--- config.mk ---
export PLATFORM = sky130hd
export DESIGN_NAME = dma_fifo_arbiter
export DESIGN_NICKNAME = d
export VERILOG_FILES = /design/src/rtl/dma_pkg.sv /design/src/rtl/rr_arbiter.sv /design/src/rtl/dma_fifo_arbiter.sv
export SDC_FILE = /design/constraint.sdc
export NUM_CORES = 1
export LEC_CHECK = 0
export ABC_CLOCK_PERIOD_IN_PS = 3900
export CAP_MARGIN = 20
export CORE_AREA = 3 3 154 156
export DETAILED_ROUTE_END_ITERATION = 10
export DIE_AREA = 0 0 157 159
export GPL_ROUTABILITY_DRIVEN = 1
export GPL_TIMING_DRIVEN = 0
export PLACE_DENSITY = 0.48
export SKIP_LAST_GASP = 1
export SLEW_MARGIN = 10
export SYNTH_ARGS = -nofsm -noshare
export SYNTH_HDL_FRONTEND = slang
export SYNTH_SLANG_ARGS = --single-unit
export TNS_END_PERCENT = 100
--- constraint.sdc ---
create_clock -name clk -period 3.9 [get_ports clk]
set_input_delay 0.39 -clock clk [delete_from_list [all_inputs] [get_ports clk]]
set_output_delay 0.39 -clock clk [all_outputs]
set_load 0.01 [all_outputs]
--- src/rtl/dma_pkg.sv ---
// Shared constants and state encoding for the DMA-to-FIFO arbitration block.
package dma_pkg;

    localparam int DMA_DATA_WIDTH = 96;
    localparam int DMA_NUM_REQ    = 3;
    localparam int DMA_MAX_BURST  = 4;

    typedef enum logic {
        IDLE   = 1'b0,
        LOCKED = 1'b1
    } arb_state_t;

endpackage

--- src/rtl/rr_arbiter.sv ---
// Combinational round-robin winner search: scans from last_grant+1 upward and
// wraps, returning the first requesting channel.
module rr_arbiter #(
    parameter int NUM_REQ = 3,
    parameter int IDW     = 2
) (
    input  logic [NUM_REQ-1:0] req,
    input  logic [IDW-1:0]     last_grant,
    output logic [IDW-1:0]     winner,
    output logic               any_req
);

    logic [IDW-1:0]     cand_idx [NUM_REQ];
    logic [NUM_REQ-1:0] cand_hit;

    // Candidate gi is the channel gi+1 positions after the previous grant.
    generate
        for (genvar gi = 0; gi < NUM_REQ; gi++) begin : g_cand
            assign cand_idx[gi] = IDW'((int'(last_grant) + gi + 1) % NUM_REQ);
            assign cand_hit[gi] = req[cand_idx[gi]];
        end
    endgenerate

    // Walk from the farthest candidate back so the nearest hit wins.
    always_comb begin
        winner = '0;
        for (int i = NUM_REQ - 1; i >= 0; i--) begin
            if (cand_hit[i]) begin
                winner = cand_idx[i];
            end
        end
    end

    assign any_req = |req;

endmodule

--- src/rtl/dma_fifo_arbiter.sv ---
// Grants one DMA channel at a time to a shared FIFO write port; a grant lasts
// until the channel's last beat or MAX_BURST accepted beats.
module dma_fifo_arbiter
    import dma_pkg::*;
#(
    parameter int  NUM_REQ    = DMA_NUM_REQ,
    parameter int  DATA_WIDTH = DMA_DATA_WIDTH,
    parameter int  MAX_BURST  = DMA_MAX_BURST,
    localparam int IDW        = (NUM_REQ > 1) ? $clog2(NUM_REQ) : 1,
    localparam int BCW        = $clog2(MAX_BURST) + 1
) (
    input  logic                          clk,
    input  logic                          rst,
    input  logic [NUM_REQ-1:0]            cfg_chan_en,
    input  logic [NUM_REQ-1:0]            req_valid,
    input  logic [NUM_REQ-1:0]            req_last,
    input  logic [NUM_REQ*DATA_WIDTH-1:0] req_data,
    output logic [NUM_REQ-1:0]            req_ready,
    input  logic                          fifo_full,
    output logic                          fifo_wr_en,
    output logic [DATA_WIDTH-1:0]         fifo_wr_data,
    output logic [IDW-1:0]                grant_id,
    output logic                          busy
);

    arb_state_t         state_q, state_d;
    logic [IDW-1:0]     grant_q, grant_d;
    logic [IDW-1:0]     last_grant_q, last_grant_d;
    logic [BCW-1:0]     beat_cnt_q, beat_cnt_d;

    logic [NUM_REQ-1:0]    eligible;
    logic [IDW-1:0]        rr_winner;
    logic                  rr_any;
    logic [DATA_WIDTH-1:0] chan_data [NUM_REQ];
    logic [BCW-1:0]        beat_cnt_inc;
    logic                  accept;
    logic                  burst_end;

    generate
        for (genvar gi = 0; gi < NUM_REQ; gi++) begin : g_split
            assign chan_data[gi] = req_data[gi*DATA_WIDTH +: DATA_WIDTH];
        end
    endgenerate

    assign eligible = req_valid & cfg_chan_en;

    rr_arbiter #(
        .NUM_REQ (NUM_REQ),
        .IDW     (IDW)
    ) u_rr (
        .req        (eligible),
        .last_grant (last_grant_q),
        .winner     (rr_winner),
        .any_req    (rr_any)
    );

    // cfg_chan_en is deliberately not consulted here: disabling a channel
    // mid-burst only affects the next arbitration.
    assign beat_cnt_inc = beat_cnt_q + BCW'(1);
    assign accept       = (state_q == LOCKED) && req_valid[grant_q] && !fifo_full && !rst;
    assign burst_end    = accept && (req_last[grant_q] || (beat_cnt_inc == BCW'(MAX_BURST)));

    always_comb begin
        state_d      = state_q;
        grant_d      = grant_q;
        last_grant_d = last_grant_q;
        beat_cnt_d   = beat_cnt_q;
        req_ready    = '0;
        fifo_wr_en   = 1'b0;
        fifo_wr_data = '0;

        case (state_q)
            IDLE: begin
                if (rr_any) begin
                    state_d    = LOCKED;
                    grant_d    = rr_winner;
                    beat_cnt_d = '0;
                end
            end
            LOCKED: begin
                if (accept) begin
                    req_ready[grant_q] = 1'b1;
                    fifo_wr_en         = 1'b1;
                    fifo_wr_data       = chan_data[grant_q];
                    beat_cnt_d         = beat_cnt_inc;
                end
                if (burst_end) begin
                    state_d      = IDLE;
                    last_grant_d = grant_q;
                end
            end
            default: begin
                state_d = IDLE;
            end
        endcase
    end

    // last_grant starts at the top channel so the first search begins at 0.
    always_ff @(posedge clk) begin
        if (rst) begin
            state_q      <= IDLE;
            grant_q      <= '0;
            last_grant_q <= IDW'(NUM_REQ - 1);
            beat_cnt_q   <= '0;
        end else begin
            state_q      <= state_d;
            grant_q      <= grant_d;
            last_grant_q <= last_grant_d;
            beat_cnt_q   <= beat_cnt_d;
        end
    end

    assign grant_id = grant_q;
    assign busy     = (state_q == LOCKED);

endmodule
==> impl_metrics.csv, run 1 <==
group,metric,value,unit
final_layout,area_growth,166,%
synthesis,synth-main-ff-cell,"dfxtp_1",
sta,holdWs,0.518,ns
synthesis,async_reset_ff_share,0,%
route,maxUsedRoutingLayer,"met5",
power_and_ir_drop,power.total,1.03,mW
critical_path,crit_path_start_kind,"primary input",
clock_tree,clkLatencyLatePin,0.23,ns
critical_path,reg2reg_depth,5,
power_and_ir_drop,p_leak,2.82,nW
sta,worstMarginPinSlew,0.781,ns
placed_design,port_buffers,402,
clock_tree,htree_levels,1,
clock_tree,cts_hold_buf,0,
critical_path,path_class,"in -> out",
final_layout,utilization,31.7,%
synthesis,syn-num-nets,730,
synthesis,synth_edf_count,0,
route,met3_length,1.83,mm
sta,grt_setup_unrepaired,"false",
power_and_ir_drop,irDropWorstVdd,0.000109,V
floorplan,fp.dieW,157,um
route,dr.pass1.iters,7,
sta,finalSetupViolations,0,
route,wl_met2,10.6,mm
sta,period_share,90.8,%
grt,grt_antenna_before_repair,3,
final_layout,n_antenna_cell,0,
sta,slew_violations,0,
critical_path,cpPeakStageDelay,0.63,ns
route,viasPerCell,4.25,
critical_path,crit_slowest_cell,"clkdlybuf4s50_1",
route,wl_met1,7.70,mm
sta,fin_tns_setup,0,ns
critical_path,crit_required,3.51,ns
power_and_ir_drop,powerDensity,144,nW/um2
route,drc_errors,0,
floorplan,die_h,159,um
grt,grt_pass1_wl,28.5,mm
placed_design,place.gp.congestion,0.833,
synthesis,avgSynthCellArea,6.32,um2
final_layout,seq_area,160,um2
clock_tree,tritoncts,"yes",
critical_path,path_cells,"clkdlybuf4s50_1, clkbuf_1, nor3b_2, and3_1, clkbuf_1, buf_2, a222oi_1, inv_1, clkdlybuf4s50_1",
sta,setup_ws,0.359,ns
run,cap_violations,0,
sta,max_freq,282,MHz
floorplan,pin_count,403,
route,wire_per_inst,18.2,um
grt,grt-ovfl-total,0,
synthesis,syn_area,2680,um2
synthesis,ys_seq_elements,8,
grt,grt_max_degree,11,
synthesis,ys_warn_count,0,
worst_hold_path,whs_path_depth,2,
critical_path,end_kind,"output pin",
synthesis,syn_inst,424,
critical_path,crit_fanout,10,
critical_path,worstPathArrival,3.15,ns
sta,finClkSkew,0.000596,ns
final_layout,multi_input_area,2190,um2
floorplan,row_count,55,
synthesis,yosysUniqueCellTypes,41,
sta,fin_crit,3.54,ns
run_status,status,"complete, no violations",
route,num_vias,4734,
placed_design,hpwl,17.5,mm
sta,hold_violations,0,
clock_tree,cts_setup_buffers,0,
final_layout,nNetsFinal,1137,
floorplan,coreArea,22500,um2
grt,grt.total_usage,14.8,%
sta,relSlewSlack,47.9,%
critical_path,reg2reg_from,"grant_id[1]",
final_layout,fillerInstances,2464,
route,ant_nets,0,
route,drt-initial-drc-count,319,
worst_hold_path,min_from,"beat_cnt_q[0]",
final_layout,drive_gt1_share,3.38,%
grt,grt_pass1_vias,4714,
critical_path,r2r_setup_slack,1.98,ns
floorplan,start_util,11.9,%
floorplan,die_area,25000,um2
route,routed_wl,20.3,mm
clock_tree,cts_root_buf,"clkbuf_16",
clock_tree,cts_buffer_depth,2,
synthesis,seq_area_frac_synth,5.98,%
clock_tree,clk_pin_slew_worst_paths,0.04,ns
worst_hold_path,hp-class,"reg -> reg",
critical_path,crit_start,"rst",
clock_tree,cts_inserted_buffers,3,
clock_tree,clock-sinks,8,
placed_design,place_ws,0.122,ns
[area by class of cell]
class                   count  share of cell area, %
flip-flops and latches      8                   2.24
well taps                 285                   5.00
plain buffers              39                   2.67
clock buffers               3                   1.05
multi-input cells         339                   30.7
inverters                  38                   2.00
repair buffers            402                   56.4
[path summary, 6_finish.rpt]
kind / endpoint
min: beat_cnt_q[0]
max reg2reg: last_grant_q[0]
max: fifo_wr_data[77]
min reg2reg: beat_cnt_q[0]
[layout by cell type, fill, tap and decap left out, types with 2 or more instances in the layout]
cell type,count
a211o_1,2
a21oi_1,55
a222oi_1,33
a22oi_1,3
a31o_1,2
buf_1,4
buf_2,16
buf_6,3
clkbuf_1,15
clkbuf_16,3
clkdlybuf4s50_1,402
dfxtp_1,8
ha_1,6
inv_1,37
mux2i_1,63
nand2_1,17
nand2b_1,2
nand3_1,4
nor2_1,110
nor2b_1,6
o21ai_0,2
o21ai_1,12
o2bb2ai_1,2
or4_1,2
[metal layers]
layer	global-route usage [%]	vias up
met2	28.6	256
li1	-	2335
met1	16.2	2121
met5	0	-
met4	1.95	6
met3	3.94	16
[Yosys cell counts, types with 2 or more instances]
cell         n  share of area [%]
a211o_1      2               0.65
a21oi_1     55                 10
a222oi_1    33                 12
a22oi_1      3               0.84
a31o_1       2               0.65
buf_1        4               0.56
buf_2       16                3.0
buf_6        3                1.3
clkbuf_1    16                2.2
dfxtp_1      8                6.0
ha_1         6                2.8
inv_1       37                5.2
mux2i_1     63                 24
nand2_1     17                2.4
nand2b_1     2               0.47
nand3_1      4               0.75
nor2_1     110                 15
nor2b_1      6                1.4
o21ai_0      2               0.37
o21ai_1     12                2.2
o2bb2ai_1    2               0.65
or4_1        2               0.56
[sequential cells by signal (all words and copies together) (netlist names)]
signal,flops
grant_id,2
busy,1
last_grant_q,2
beat_cnt_q,3
[timing repair]
action                     4_1_cts  5_1_grt
setup endpoints to repair        0        2
gates resized for setup          0        2
hold endpoints to repair         0        0
[per-stage QoR]
| stage | area, um2 | std cells |
|---|---|---|
| after floorplan | 2680 | 424 |
| after global placement | 7060 | 1111 |
| after detailed placement | 7060 | 1111 |
| after CTS | 7130 | 1114 |
| after global routing | 7140 | 1114 |
| final | 7140 | 1114 |
[cell families after synthesis]
family                   count (synthesis)  synth area share (%)
AO/OA/AOI/OAI                          118                  30.0
XOR/XNOR                                 1                 0.327
adder cells (fa/ha/maj)                  6                  2.80
buffers and inverters                   77                  12.4
flip-flops                               8                  5.98
multiplexers                            65                  24.4
AND/OR/NAND/NOR                        149                  24.1
[worst max-delay path: cells and delay by family]
family | cells | cell delay (ns)
AO/OA/AOI/OAI | 1 | 0.10
buffers and inverters | 6 | 2.04
AND/OR/NAND/NOR | 2 | 0.59
[where the power goes]
part           leakage [nW]  switching [mW]  total [mW]  internal (mW)
clock                0.0370          0.0399       0.172          0.132
combinational          2.72           0.302       0.758          0.456
sequential           0.0653         0.00729      0.0953         0.0880
Note: power is estimated with default switching activity, not from simulation.
==> run 2: changes to the inputs <==
- CORE_AREA: 3 3 154 156 -> 2 2 157 159
- DIE_AREA: 0 0 157 159 -> 0 0 159 161
- PLACE_DENSITY: 0.48 -> 0.46
==> run 2 against run 1 <==
  * Final cell count grew 3.9%
  * Via count about the same
  * Clock skew increased by 0.0012 ns
  * Critical path depth decreased by 2
  * Cell area up 0.79%
  * Wire length is 1.0% higher
  * Fmax up 1.1%
  * Utilization shrank 1.7 points
==> impl_metrics.csv, run 2 (synthesis gave the netlist of run 1 again) <==
group,metric,value,unit
run_status,status,"complete, no violations",
clock_tree,clk_pin_slew_worst_paths,0.04,ns
grt,grt_antenna_before_repair,5,
sta,slew_violations,0,
worst_hold_path,hp-class,"reg -> reg",
sta,finClkSkew,0.00176,ns
clock_tree,cts_inserted_buffers,3,
sta,relSlewSlack,50.0,%
final_layout,final_common_cell,"clkdlybuf4s50_1",
grt,grt_use_met3,3.49,%
critical_path,cpPeakStageDelay,0.58,ns
clock_tree,cts_root_buf,"clkbuf_16",
route,dr.pass1.iters,8,
critical_path,crit_start,"rst",
power_and_ir_drop,powerDensity,143,nW/um2
critical_path,crit_path_start_kind,"primary input",
critical_path,path_cells,"clkdlybuf4s50_1, clkbuf_1, nor3b_2, nand2_1, clkbuf_1, nor2_1, clkdlybuf4s50_1",
critical_path,crit_slowest_cell,"clkdlybuf4s50_1",
grt,grt_max_degree,11,
power_and_ir_drop,internal_power,0.676,mW
route,ant_nets,0,
critical_path,crit_fanout,11,
critical_path,worstPathArrival,3.11,ns
critical_path,end_kind,"output pin",
grt,grt-ovfl-total,0,
grt,grt_pass1_vias,4847,
sta,worstMarginPinSlew,0.749,ns
grt,grt_pass1_wl,29.6,mm
final_layout,fillerInstances,2626,
clock_tree,ctsResizeCount,0,
critical_path,reg2reg_from,"grant_id[1]",
floorplan,start_util,11.2,%
sta,period_share,89.8,%
sta,hold_violations,0,
placed_design,hpwl,17.4,mm
clock_tree,cts_hold_buf,0,
power_and_ir_drop,irDropWorstVdd,0.000152,V
grt,gr-usage-met2,28.2,%
route,wire_per_inst,17.7,um
sta,max_freq,285,MHz
floorplan,pin_count,403,
placed_design,dpl.cell_count,1150,
route,viasPerCell,4.09,
grt,grt.met1_usage,16.7,%
clock_tree,clock-sinks,8,
final_layout,drive_gt1_share,3.26,%
final_layout,nNetsFinal,1136,
floorplan,row_count,57,
critical_path,crit_required,3.51,ns
critical_path,path_class,"in -> out",
final_layout,final_cells,1157,
grt,top_usage_layer,"met2",
power_and_ir_drop,clkPwrFrac,16.9,%
sta,fin_crit,3.50,ns
clock_tree,cts_setup_buffers,0,
power_and_ir_drop,pwr-share-comb,73.7,%
sta,holdWs,0.521,ns
placed_design,port_buffers,402,
floorplan,die_h,161,um
floorplan,die_area,25600,um2
grt,grt.total_usage,15.0,%
route,routed_wl,20.5,mm
clock_tree,htree_levels,1,
power_and_ir_drop,p_leak,2.81,nW
sta,fin_tns_setup,0,ns
placed_design,place.gp.congestion,0.819,
floorplan,fp.dieW,159,um
final_layout,largest_reg_flops,3,
route,drt-initial-drc-count,334,
sta,finalSetupViolations,0,
route,num_vias,4732,
power_and_ir_drop,power_switching,0.354,mW
run,cap_violations,0,
worst_hold_path,min_from,"beat_cnt_q[1]",
final_layout,utilization,30.0,%
final_layout,area_growth,168,%
power_and_ir_drop,switching_share,34.4,%
final_layout,final_cell_mix,"clkdlybuf4s50_1 (402), nor2_1 (110), mux2i_1 (63)",
final_layout,regMostFlops,"beat_cnt_q",
floorplan,coreArea,24000,um2
clock_tree,tritoncts,"yes",
clock_tree,cts_buffer_depth,2,
sta,grt_setup_unrepaired,"false",
route,drc_errors,0,
power_and_ir_drop,p_seq_share,9.4,%
clock_tree,clkLatencyLatePin,0.23,ns
## run 2: worst paths after layout
kind                            to  slack, ns  depth (start not counted)
setup reg to reg   last_grant_q[0]       1.88                          5
hold / removal       beat_cnt_q[1]       0.52                          2
setup / recovery  fifo_wr_data[23]       0.40                          7
hold reg to reg      beat_cnt_q[1]       0.52                          2
## run 2: worst max-delay path, delay by kind of cell
family | cells | cell delay, ns
simple gates | 3 | 1.13
buf+inv | 4 | 1.59
## run 2: layer usage
metal  vias up  share of wire, %
met3        12               7.3
li1       2343                 -
met2       245                52
met4         0               1.3
met5         -                 0
met1      2132                39
## run 2: final cells by class
class | count | area, um2 | share of cell area [%]
timing repair buffer | 402 | 4020 | 55.9
inverter | 38 | 143 | 1.98
tap | 324 | 405 | 5.64
buffer | 38 | 185 | 2.57
clock buffer | 3 | 75.1 | 1.04
antenna | 5 | 12.5 | 0.174
multi-input combinational | 339 | 2190 | 30.4
sequential | 8 | 160 | 2.23
## run 2: power groups by stage
| stage | clock, mW | sequential, mW | combinational (mW) |
|---|---|---|---|
| after floorplan | 0 | 0.0969 | 0.309 |
| after global placement | 0 | 0.0979 | 0.768 |
| after detailed placement | 0 | 0.0982 | 0.768 |
| after CTS | 0.176 | 0.0969 | 0.771 |
| after global routing | 0.181 | 0.0975 | 0.831 |
| final | 0.174 | 0.0967 | 0.759 |
## run 2: stage by stage
| step | worst slack, ns | cell area (um2) | total power [mW] |
|---|---|---|---|
| 6_report | 0.397 | 7190 | 1.03 |
| 5_1_grt | 0.0567 | 7190 | 1.11 |
| 4_1_cts | 0.0215 | 7180 | 1.04 |
| 3_5_place_dp | 0.0237 | 7110 | 0.866 |
| 3_3_place_gp | -0.00322 | 7110 | 0.866 |
| 2_1_floorplan | 1.74 | 2680 | 0.406 |
==> run 3: changes to the inputs <==
==> constraint.sdc (replaced) <==
create_clock -name clk -period 3.9 [get_ports clk]
set_input_delay 0.78 -clock clk [delete_from_list [all_inputs] [get_ports clk]]
set_output_delay 0.78 -clock clk [all_outputs]
set_load 0.01 [all_outputs]
==> run 3 against run 2 <==
  * Clock power about the same
  * Sequential cell count unchanged
  * Via count increased by 0.74%
  * Worst setup slack got worse by 0.32 ns
  * Clock-buffer cell count unchanged
  * Wire length increased by 1.3%
  * Critical path depth increased by 2
  * Critical path type unchanged
==> impl_metrics.csv, run 3 (synthesis gave the netlist of run 1 again) <==
group,metric,value,unit
sta,hold_violations,0,
critical_path,r2r_end,"last_grant_q[0]",
placed_design,port_buffers,402,
run_status,status,"complete, no violations",
sta,max_freq,261,MHz
sta,fin_tns_setup,0,ns
grt,grt-ovfl-total,0,
floorplan,pin_count,403,
final_layout,fillerInstances,2615,
route,dr.pass1.iters,8,
route,routed_wl,20.8,mm
critical_path,worstPathArrival,3.04,ns
final_layout,drive_gt1_share,5.50,%
clock_tree,htree_levels,1,
power_and_ir_drop,irDropWorstVdd,0.000152,V
final_layout,final_common_cell,"clkdlybuf4s50_1",
clock_tree,clk_pin_slew_worst_paths,0.04,ns
sta,period_share,98.1,%
grt,grt_antenna_before_repair,5,
route,drc_errors,0,
worst_hold_path,min_from,"beat_cnt_q[1]",
sta,worstMarginPinSlew,0.800,ns
final_layout,final_cell_mix,"clkdlybuf4s50_1 (376), nor2_1 (108), mux2i_1 (63)",
run,cap_violations,0,
critical_path,crit_fanout,10,
sta,relSlewSlack,46.6,%
route,wire_per_inst,17.8,um
critical_path,path_class,"in -> out",
critical_path,reg2reg_depth,5,
final_layout,area_growth,175,%
floorplan,row_count,57,
critical_path,r2r_setup_slack,1.83,ns
worst_hold_path,hp-class,"reg -> reg",
floorplan,fp.dieW,159,um
grt,grt_max_degree,11,
grt,grt_pass1_wl,29.7,mm
sta,finClkSkew,0.00266,ns
final_layout,final_area,7380,um2
grt,grt.total_usage,15.0,%
critical_path,end_kind,"output pin",
floorplan,start_util,11.2,%
clock_tree,cts_hold_buf,0,
sta,grt_setup_unrepaired,"false",
clock_tree,cts_buffer_depth,2,
sta,fin_crit,3.82,ns
route,ant_nets,0,
final_layout,largest_reg_flops,3,
sta,finalSetupViolations,0,
power_and_ir_drop,powerDensity,142,nW/um2
clock_tree,cts_inserted_buffers,3,
route,drt-initial-drc-count,284,
sta,slew_violations,0,
route,viasPerCell,4.09,
clock_tree,clkLatencyLatePin,0.23,ns
floorplan,die_h,161,um
grt,grt_pass1_vias,4871,
critical_path,crit_end,"fifo_wr_data[22]",
critical_path,crit_path_start_kind,"primary input",
floorplan,coreArea,24000,um2
route,num_vias,4767,
floorplan,die_area,25600,um2
clock_tree,tritoncts,"yes",
critical_path,crit_required,3.12,ns
placed_design,hpwl,17.4,mm
clock_tree,cts_root_buf,"clkbuf_16",
sta,holdWs,0.521,ns
placed_design,place.gp.congestion,0.819,
placed_design,dpl_cell_area,7110,um2
final_layout,nNetsFinal,1144,
final_layout,regMostFlops,"beat_cnt_q",
critical_path,crit_start,"fifo_full",
critical_path,reg2reg_from,"grant_id[1]",
power_and_ir_drop,p_leak,3.32,nW
clock_tree,clock-sinks,8,
-- run 3: how the worst min path moves through the flow --
stage / to / cells after the start
2_1_floorplan: beat_cnt_q[0] / 2
3_3_place_gp: beat_cnt_q[0] / 2
3_5_place_dp: beat_cnt_q[0] / 2
4_1_cts: beat_cnt_q[0] / 2
5_1_grt: beat_cnt_q[0] / 2
6_report: beat_cnt_q[1] / 2
-- run 3: area by class of cell --
cell class                      instances  area (um2)  area share (%)
Timing Repair Buffer                  410        4140            56.1
Multi-Input combinational cell        339        2220            30.0
Tap cell                              324         405            5.49
Buffer                                 38         225            3.05
Sequential cell                         8         160            2.17
Inverter                               38         143            1.93
Clock buffer                            3        75.1            1.02
Antenna cell                            5        12.5           0.170
-- run 3: critical path: stages --
cell and delay, ns:
clkdlybuf4s50_1 0.46, or3b_1 0.39, buf_4 0.18, nor4b_4 0.22, buf_6 0.17, buf_6 0.14
a222oi_1 0.11, inv_1 0.07, clkdlybuf4s50_1 0.52
-- run 3: per-stage QoR --
| stage | power [mW] | utilization, % | cells | setup slack (ns) |
|---|---|---|---|---|
| after floorplan | 0.406 | - | 424 | 0.967 |
| after global placement | 0.866 | 29.7 | 1150 | -0.783 |
| after detailed placement | 0.866 | 29.7 | 1150 | -0.756 |
| after CTS | 1.05 | 30.3 | 1157 | -0.00281 |
| after global routing | 1.12 | 30.8 | 1165 | 0.00891 |
| final | 1.05 | 30.8 | 1165 | 0.0753 |
-- run 3: power by group --
part,leakage [nW],internal (mW),switching (mW)
sequential,0.0653,0.0880,0.00920
combinational,3.22,0.465,0.310
clock,0.0370,0.132,0.0411
-- run 3: repair_timing --
| action | CTS | global route |
|---|---|---|
| endpoints found under the setup margin | 89 | 57 |
| resized for setup | 21 | 32 |
| endpoints found under the hold margin | 0 | 0 |
| pin swaps | 3 | 2 |
| setup buffers | 5 | 3 |
-- run 3: layer usage --
metal / up-vias / part of all wire [%] / global-route usage (%)
met1: 2141 / 39 / 16.7
met4: 0 / 1.7 / 4.38
met2: 250 / 52 / 28.4
met5: - / 0 / 0
li1: 2360 / - / -
met3: 16 / 7.2 / 3.49
